`src/rtl/pnr_discriminator_pkg.sv`:
```
// Shared widths, FSM state encoding and popcount helper for the photon-number discriminator.
package pnr_pkg;
  localparam int ADC_W = 14;
  localparam int N_THR = 8;
  localparam int CNT_W = 32;

  typedef enum logic [1:0] {IDLE, DELAY, HOLDOFF} state_t;

  function automatic logic [3:0] popcount(input logic [N_THR-1:0] v);
    logic [3:0] c;
    c = '0;
    for (int k = 0; k < N_THR; k++) c = c + {3'b000, v[k]};
    return c;
  endfunction
endpackage

```
`src/rtl/pnr_discriminator_if.sv`:
```
// Bundle of ADC samples, configuration and result signals between the register block and the discriminator.
interface pnr_if;
  import pnr_pkg::*;

  // pnr_valid_o and trig_o are single-cycle pulses with no back-pressure; count/bits hold between results.
  logic signed [ADC_W-1:0] adc_a_i;
  logic signed [ADC_W-1:0] adc_b_i;
  logic                    trig_is_adc_a;
  logic signed [ADC_W-1:0] trig_threshold;
  logic [CNT_W-1:0]        trig_clearance;
  logic [CNT_W-1:0]        pnr_delay;
  logic [N_THR*ADC_W-1:0]  adc_photon_thr_i;
  logic                    trig_o;
  logic                    busy_o;
  logic                    pnr_valid_o;
  logic [3:0]              pnr_count_o;
  logic [N_THR-1:0]        pnr_bits_o;
  logic [CNT_W-1:0]        event_cnt_o;
  logic [CNT_W-1:0]        missed_cnt_o;
  state_t                  state;

  modport master (
    output adc_a_i, adc_b_i, trig_is_adc_a, trig_threshold, trig_clearance, pnr_delay, adc_photon_thr_i,
    input  trig_o, busy_o, pnr_valid_o, pnr_count_o, pnr_bits_o, event_cnt_o, missed_cnt_o, state
  );

  modport slave (
    input  adc_a_i, adc_b_i, trig_is_adc_a, trig_threshold, trig_clearance, pnr_delay, adc_photon_thr_i,
    output trig_o, busy_o, pnr_valid_o, pnr_count_o, pnr_bits_o, event_cnt_o, missed_cnt_o, state
  );
endinterface

```
`src/rtl/pnr_discriminator_threshold_bank.sv`:
```
// Signed comparison of one captured sample against N_THR thresholds, registered with its popcount.
module pnr_threshold_bank
  import pnr_pkg::*;
(
  input  logic                    clk,
  input  logic                    rst,
  input  logic                    sample_valid,
  input  logic signed [ADC_W-1:0] sample,
  input  logic [N_THR*ADC_W-1:0]  thr,
  output logic                    valid,
  output logic [3:0]              count,
  output logic [N_THR-1:0]        bits
);
  logic [N_THR-1:0] hit;

  // Each threshold is judged on its own, so unsorted threshold sets are fine.
  always_comb begin
    hit = '0;
    for (int k = 0; k < N_THR; k++) hit[k] = sample >= $signed(thr[k*ADC_W +: ADC_W]);
  end

  always_ff @(posedge clk) begin
    if (rst) begin
      valid <= 1'b0;
      count <= '0;
      bits  <= '0;
    end else begin
      valid <= sample_valid;
      if (sample_valid) begin
        bits  <= hit;
        count <= popcount(hit);
      end
    end
  end
endmodule

```
`src/rtl/pnr_discriminator.sv`:
```
// Trigger edge detection, delay/hold-off FSM, sample capture and event counters for photon-number discrimination.
module pnr_discriminator
  import pnr_pkg::*;
(
  input logic  clk_i,
  input logic  rst_i,
  pnr_if.slave bus
);
  logic signed [ADC_W-1:0] a_cur, b_cur, a_prev, b_prev;
  logic signed [ADC_W-1:0] trig_cur, trig_prev, pnr_sample, cap_sample;
  logic                    sel_cur, warm, arm, crossing, hit;
  state_t                  state_q, state_d;
  logic [CNT_W-1:0]        cnt, d_lat, c_lat, event_cnt, missed_cnt;
  logic [N_THR*ADC_W-1:0]  thr_lat;
  logic                    sel_lat, accept, capture, miss, trig_q, cap_valid;

  // arm stays low on the first cycle after reset (prev is still the reset value) and whenever the source flips.
  always_ff @(posedge clk_i) begin
    if (rst_i) begin
      a_cur   <= '0;
      b_cur   <= '0;
      a_prev  <= '0;
      b_prev  <= '0;
      sel_cur <= 1'b0;
      warm    <= 1'b0;
      arm     <= 1'b0;
    end else begin
      a_cur   <= bus.adc_a_i;
      b_cur   <= bus.adc_b_i;
      a_prev  <= a_cur;
      b_prev  <= b_cur;
      sel_cur <= bus.trig_is_adc_a;
      warm    <= 1'b1;
      arm     <= warm && (bus.trig_is_adc_a == sel_cur);
    end
  end

  always_comb begin
    trig_cur   = sel_cur ? a_cur : b_cur;
    trig_prev  = sel_cur ? a_prev : b_prev;
    crossing   = (trig_prev < bus.trig_threshold) && (trig_cur >= bus.trig_threshold);
    hit        = crossing && arm;
    pnr_sample = ((state_q == IDLE) ? sel_cur : sel_lat) ? b_cur : a_cur;
  end

  // Zero delay captures straight from IDLE; otherwise cnt (0 on the cycle after the crossing) selects the sample.
  always_comb begin
    state_d = state_q;
    accept  = 1'b0;
    capture = 1'b0;
    miss    = 1'b0;
    unique case (state_q)
      IDLE: begin
        if (hit) begin
          accept = 1'b1;
          if (bus.pnr_delay == '0) begin
            capture = 1'b1;
            state_d = (bus.trig_clearance <= CNT_W'(1)) ? IDLE : HOLDOFF;
          end else begin
            state_d = DELAY;
          end
        end
      end
      DELAY: begin
        miss = hit;
        if (cnt == d_lat - CNT_W'(1)) begin
          capture = 1'b1;
          state_d = ({1'b0, c_lat} <= {1'b0, d_lat} + (CNT_W+1)'(1)) ? IDLE : HOLDOFF;
        end
      end
      HOLDOFF: begin
        miss = hit;
        if (cnt >= c_lat - CNT_W'(2)) state_d = IDLE;
      end
      default: state_d = IDLE;
    endcase
  end

  always_ff @(posedge clk_i) begin
    if (rst_i) begin
      state_q    <= IDLE;
      cnt        <= '0;
      d_lat      <= '0;
      c_lat      <= '0;
      sel_lat    <= 1'b0;
      thr_lat    <= '0;
      trig_q     <= 1'b0;
      cap_valid  <= 1'b0;
      cap_sample <= '0;
      event_cnt  <= '0;
      missed_cnt <= '0;
    end else begin
      state_q   <= state_d;
      trig_q    <= accept;
      cap_valid <= capture;
      if (capture) cap_sample <= pnr_sample;
      if (accept) begin
        cnt       <= '0;
        d_lat     <= bus.pnr_delay;
        c_lat     <= bus.trig_clearance;
        sel_lat   <= sel_cur;
        thr_lat   <= bus.adc_photon_thr_i;
        event_cnt <= event_cnt + CNT_W'(1);
      end else if (state_q != IDLE) begin
        cnt <= cnt + CNT_W'(1);
      end
      if (miss) missed_cnt <= missed_cnt + CNT_W'(1);
    end
  end

  pnr_threshold_bank u_bank (
    .clk          (clk_i),
    .rst          (rst_i),
    .sample_valid (cap_valid),
    .sample       (cap_sample),
    .thr          (thr_lat),
    .valid        (bus.pnr_valid_o),
    .count        (bus.pnr_count_o),
    .bits         (bus.pnr_bits_o)
  );

  assign bus.trig_o       = trig_q;
  assign bus.busy_o       = (state_q != IDLE);
  assign bus.event_cnt_o  = event_cnt;
  assign bus.missed_cnt_o = missed_cnt;
  assign bus.state        = state_q;
endmodule

```
`src/flat_wrapper.sv`:
```
// flat-port wrapper written by rule: the top's interface ports become plain ports
module pnr_discriminator_flat import pnr_pkg::*;
  (clk_i, rst_i, bus_adc_a_i, bus_adc_b_i, bus_trig_is_adc_a, bus_trig_threshold, bus_trig_clearance, bus_pnr_delay, bus_adc_photon_thr_i, bus_trig_o, bus_busy_o, bus_pnr_valid_o, bus_pnr_count_o, bus_pnr_bits_o, bus_event_cnt_o, bus_missed_cnt_o, bus_state);
  pnr_if bus_i ();
  input logic clk_i;
  input logic rst_i;
  input wire logic [$bits(bus_i.adc_a_i)-1:0] bus_adc_a_i;
  input wire logic [$bits(bus_i.adc_b_i)-1:0] bus_adc_b_i;
  input wire logic [$bits(bus_i.trig_is_adc_a)-1:0] bus_trig_is_adc_a;
  input wire logic [$bits(bus_i.trig_threshold)-1:0] bus_trig_threshold;
  input wire logic [$bits(bus_i.trig_clearance)-1:0] bus_trig_clearance;
  input wire logic [$bits(bus_i.pnr_delay)-1:0] bus_pnr_delay;
  input wire logic [$bits(bus_i.adc_photon_thr_i)-1:0] bus_adc_photon_thr_i;
  output wire logic [$bits(bus_i.trig_o)-1:0] bus_trig_o;
  output wire logic [$bits(bus_i.busy_o)-1:0] bus_busy_o;
  output wire logic [$bits(bus_i.pnr_valid_o)-1:0] bus_pnr_valid_o;
  output wire logic [$bits(bus_i.pnr_count_o)-1:0] bus_pnr_count_o;
  output wire logic [$bits(bus_i.pnr_bits_o)-1:0] bus_pnr_bits_o;
  output wire logic [$bits(bus_i.event_cnt_o)-1:0] bus_event_cnt_o;
  output wire logic [$bits(bus_i.missed_cnt_o)-1:0] bus_missed_cnt_o;
  output wire logic [$bits(bus_i.state)-1:0] bus_state;
  assign bus_i.adc_a_i = bus_adc_a_i;
  assign bus_i.adc_b_i = bus_adc_b_i;
  assign bus_i.trig_is_adc_a = bus_trig_is_adc_a;
  assign bus_i.trig_threshold = bus_trig_threshold;
  assign bus_i.trig_clearance = bus_trig_clearance;
  assign bus_i.pnr_delay = bus_pnr_delay;
  assign bus_i.adc_photon_thr_i = bus_adc_photon_thr_i;
  assign bus_trig_o = bus_i.trig_o;
  assign bus_busy_o = bus_i.busy_o;
  assign bus_pnr_valid_o = bus_i.pnr_valid_o;
  assign bus_pnr_count_o = bus_i.pnr_count_o;
  assign bus_pnr_bits_o = bus_i.pnr_bits_o;
  assign bus_event_cnt_o = bus_i.event_cnt_o;
  assign bus_missed_cnt_o = bus_i.missed_cnt_o;
  assign bus_state = bus_i.state;
  pnr_discriminator u_core (.clk_i(clk_i), .rst_i(rst_i), .bus(bus_i));
endmodule
```
`config.mk`:
```
export PLATFORM = sky130hd
export DESIGN_NAME = pnr_discriminator_flat
export DESIGN_NICKNAME = d
export VERILOG_FILES = /design/src/rtl/pnr_discriminator_pkg.sv /design/src/rtl/pnr_discriminator_if.sv /design/src/rtl/pnr_discriminator_threshold_bank.sv /design/src/rtl/pnr_discriminator.sv /design/src/flat_wrapper.sv
export SDC_FILE = /design/constraint.sdc
export NUM_CORES = 1
export LEC_CHECK = 0
export BUFFER_PORTS_ARGS = -buffer_cell sky130_fd_sc_hd__buf_4
export CAP_MARGIN = 10
export CORE_MARGIN = 2
export CORE_UTILIZATION = 50
export CTS_CLUSTER_DIAMETER = 100
export DETAILED_ROUTE_END_ITERATION = 12
export PLACE_DENSITY = 0.72
export SLEW_MARGIN = 20
export SYNTH_ARGS = -nofsm -noshare
export SYNTH_HDL_FRONTEND = slang
export SYNTH_SLANG_ARGS = --single-unit
export TNS_END_PERCENT = 20
```
`constraint.sdc`:
```
create_clock -name clk_i -period 5.62 [get_ports clk_i]
set_input_delay 0.562 -clock clk_i [delete_from_list [all_inputs] [get_ports clk_i]]
set_output_delay 0.562 -clock clk_i [all_outputs]
set_load 0.02 [all_outputs]
```
==> run summary <==
max-slew violations - 0
GR Util All Layers - 0.274
CP peak stage delay - 510 ps
routed vias/inst - 5.60
RR Endpoint - u_core.u_bank.count[2]
HPWL after DPL - 46.2 mm
port bufs - 301
H-tree Lvls - 2
CTS sink count - 363
status - finished clean
final net count - 3327
syn avg cell area - 8.09 µm²
synthesized flop and latch total - 363
Synthesized Nets - 3095
leakage - 10.8 nW
Final Skew - 19.7 ps
final setup margin - 440 ps
fill count - 3689
Chip Height - 211 µm
clock-pin slew on the worst setup and hold paths - 60 ps
Initial Utilization - 0.509
critical path fanouts, max - 2
initial drt markers - 1248
mapped cell area - 0.0215 mm²
yosys warns - 0
CP max stage cell - fa_1
Antenna Nets Post-Route - 0
asr flop ratio synth - 0
GR peak layer - met2
Setup Viol. Count Final - 0
top cells by area, synth - dfxtp_1, ha_1, nand2_1
crit path launch type - register
Yosys top cell by area - dfxtp_1
CTS root buffer - clkbuf_16
Synth Flop Type - dfxtp_1
Detailed Route WL - 61.5 mm
top post-synthesis cells by count - nand2_1, dfxtp_1, a21oi_1
Critical Path End Type - register
Mapped Cells - 2655
vias - 19400
DR DRC count - 0
first-pass GRT wire length - 97.8 mm
Area after DPL - 0.0241 mm²
most frequent cell after synthesis - nand2_1
first-pass detailed-route iteration total - 5
Overall Power - 6.78 mW
Cell Pwr Density - 264 mW/mm²
Worst Path Buf+Inv - 4
core box area - 0.0422 mm²
GRT met3 Usage - 0.0423
Final Hold Vio Count - 0
number of setup buffers added after CTS - 0
final worst path period need - 5180 ps
max frequency - 193 MHz
Post-CTS Resized - 0
max-cap viol count - 0
CTS tree - yes
Ports - 302
Cell Chain, Critical Path - inv_1 -> ha_1 -> a21o_1 -> a21o_1 -> a21o_1 -> a2111oi_0 -> or3b_2 -> o311ai_0 -> or3_1 -> fa_1 -> fa_1 -> inv_1 -> fa_1 -> inv_1 -> ha_1 -> inv_1 -> fa_1 -> xor2_1 -> nor2_1 -> a21oi_1 -> nor2_1
TritonCTS Buffers - 42
cell class contributing the biggest share of worst-path delay - adder cells
initial antenna violation count - 1
chip width - 211 µm
layout cells sized above 1 - 0.160
GR met1 Demand/Resource - 0.340
register area share after synthesis - 0.338
GRT met2 Usage - 0.466
Die ar. - 0.0447 mm²
EDFF count, synth - 0
Setup WS pre-CTS - 472 ps
largest net degree at the start of global routing - 194
Setup TNS - 0 ps
Cell Rows - 75
critical path depth - 21
worst setup path end - u_core.u_bank.count[2]
worst r2r src - u_core.thr_lat[7]
Synth cell types - 67
share of the synthesized area in the top cell type - 0.338
relative slew slack - 0.357
fin crit share - 0.922
RD Place Congestion - 0.922
Critical path origin - u_core.thr_lat[7]
Post-CTS Hold Buffers - 0
Area growth syn-to-layout - 19.6%
RSZ-0062 raised after global routing - no
post-route cell area - 0.0257 mm²
GRT Residual Overflow - 0
Crit Path Category - reg -> reg
Reg2Reg Depth - 21
WL per Instance - 17.8 µm
worst skew pair latency - 580 ps
Max clock buf depth - 3
type of the tightest min-delay check - in -> reg
maximum VDD drop - 0.169 mV
Worst-Margin Slew - 955 ps
CP required - 6060 ps
Layout Utilization - 0.609
vias in the first global route - 19200
R2R Setup Slk - 440 ps
Arrival @ worst endpoint - 5620 ps
==> worst min path at each step <==
stage	startpoint	endpoint	slack, ps	cells past startpoint
6_report	bus_adc_b_i[0]	u_core.b_cur[0]	190	2
5_1_grt	bus_adc_a_i[1]	u_core.a_cur[1]	170	2
4_1_cts	bus_adc_b_i[5]	u_core.b_cur[5]	160	2
3_5_place_dp	u_core.thr_lat[75]	u_core.thr_lat[75]	450	2
3_3_place_gp	u_core.warm	u_core.arm	440	1
2_1_floorplan	u_core.sel_lat	u_core.sel_lat	440	2
==> worst reg2reg max path, stage by stage, from the launching register on <==
cell and delay [ps]:
dfxtp_1 330, inv_1 50, ha_1 300, a21o_1 190, a21o_1 170, a21o_1 170
a2111oi_0 500, or3b_2 210, o311ai_0 140, or3_1 380, fa_1 510, fa_1 500
inv_1 50, fa_1 450, inv_1 80, ha_1 160, inv_1 50, fa_1 390
xor2_1 180, nor2_1 50, a21oi_1 120, nor2_1 50
==> power by group <==
group          switching (mW)  leakage, nW  internal (mW)
Sequential             0.0561         2.94           2.63
Combinational           0.553         7.08          0.460
Clock                    1.18        0.764           1.91
Total                    1.79         10.8           5.00
==> area by class of cell <==
type | count | area (µm²) | share of cell area
diodes | 1 | 2.50 | 0.0000974
clock buffers | 49 | 1130 | 0.0439
clock inverters | 27 | 433 | 0.0168
inverters | 164 | 616 | 0.0240
multi-input cells | 1991 | 13100 | 0.509
flip-flops and latches | 363 | 7270 | 0.283
well taps | 539 | 674 | 0.0262
repair buffers | 325 | 2480 | 0.0967
==> through the flow <==
step	hold WS, ps	std cells
global route	170	3459
CTS	164	3458
detailed placement	447	3382
global placement	445	3382
floorplan	436	2655
finish	187	3459
==> kinds of logic (layout without fill, tap and decap cells) <==
group,Yosys count,in the layout,share of synthesized area
adder cells (fa/ha/maj),219,219,0.129
XOR/XNOR,178,178,0.0725
multiplexers,64,64,0.0340
flip-flops,363,363,0.338
buffers and inverters,301,565,0.0541
AND/OR/NAND/NOR,1098,1098,0.250
AO/OA/AOI/OAI,432,432,0.122
other,0,1,0
==> sequential cells by signal, summed over array words and instances, names as in the netlist <==
| name | flops |
|---|---|
| u_core.thr_lat | 112 |
| u_core.cnt | 32 |
| u_core.bus.trig_o | 1 |
| u_core.cap_sample | 14 |
| u_core.u_bank.valid | 1 |
| u_core.u_bank.count | 4 |
| u_core.a_cur | 14 |
| u_core.sel_cur | 1 |
| u_core.u_bank.bits | 8 |
| u_core.b_prev | 14 |
| u_core.bus.state | 2 |
| u_core.arm | 1 |
| u_core.c_lat | 32 |
| u_core.bus.missed_cnt_o | 32 |
| u_core.warm | 1 |
| u_core.sel_lat | 1 |
| u_core.d_lat | 32 |
| u_core.cap_valid | 1 |
| u_core.bus.event_cnt_o | 32 |
| u_core.a_prev | 14 |
| u_core.b_cur | 14 |
==> per-layer routing <==
| metal | routed length (µm) | vias up |
|---|---|---|
| li1 | - | 9608 |
| met1 | 26300 | 9059 |
| met2 | 29200 | 550 |
| met3 | 2900 | 156 |
| met4 | 3020 | 0 |
| met5 | 0 | - |
==> cell usage in the layout (no fill, tap or decap), types with 15 or more instances in the layout <==
cell and n:
mux2_2 32, nor2b_1 101, clkbuf_16 42, nor3_1 38, mux2i_1 21, o21a_1 32, o211ai_1 15, dfxtp_1 363
a21oi_1 231, a21o_1 37, or3_1 22, nor4_1 41, xnor2_1 78, inv_1 163, or4_1 15, nand4_1 82
and3_1 35, and4_1 23, ha_1 215, nor2_1 183, o21ai_0 40, nand3_1 60, xor2_1 100, nand2_1 428
buf_4 321, and2_1 20
Power figures use the tool's default switching activity.
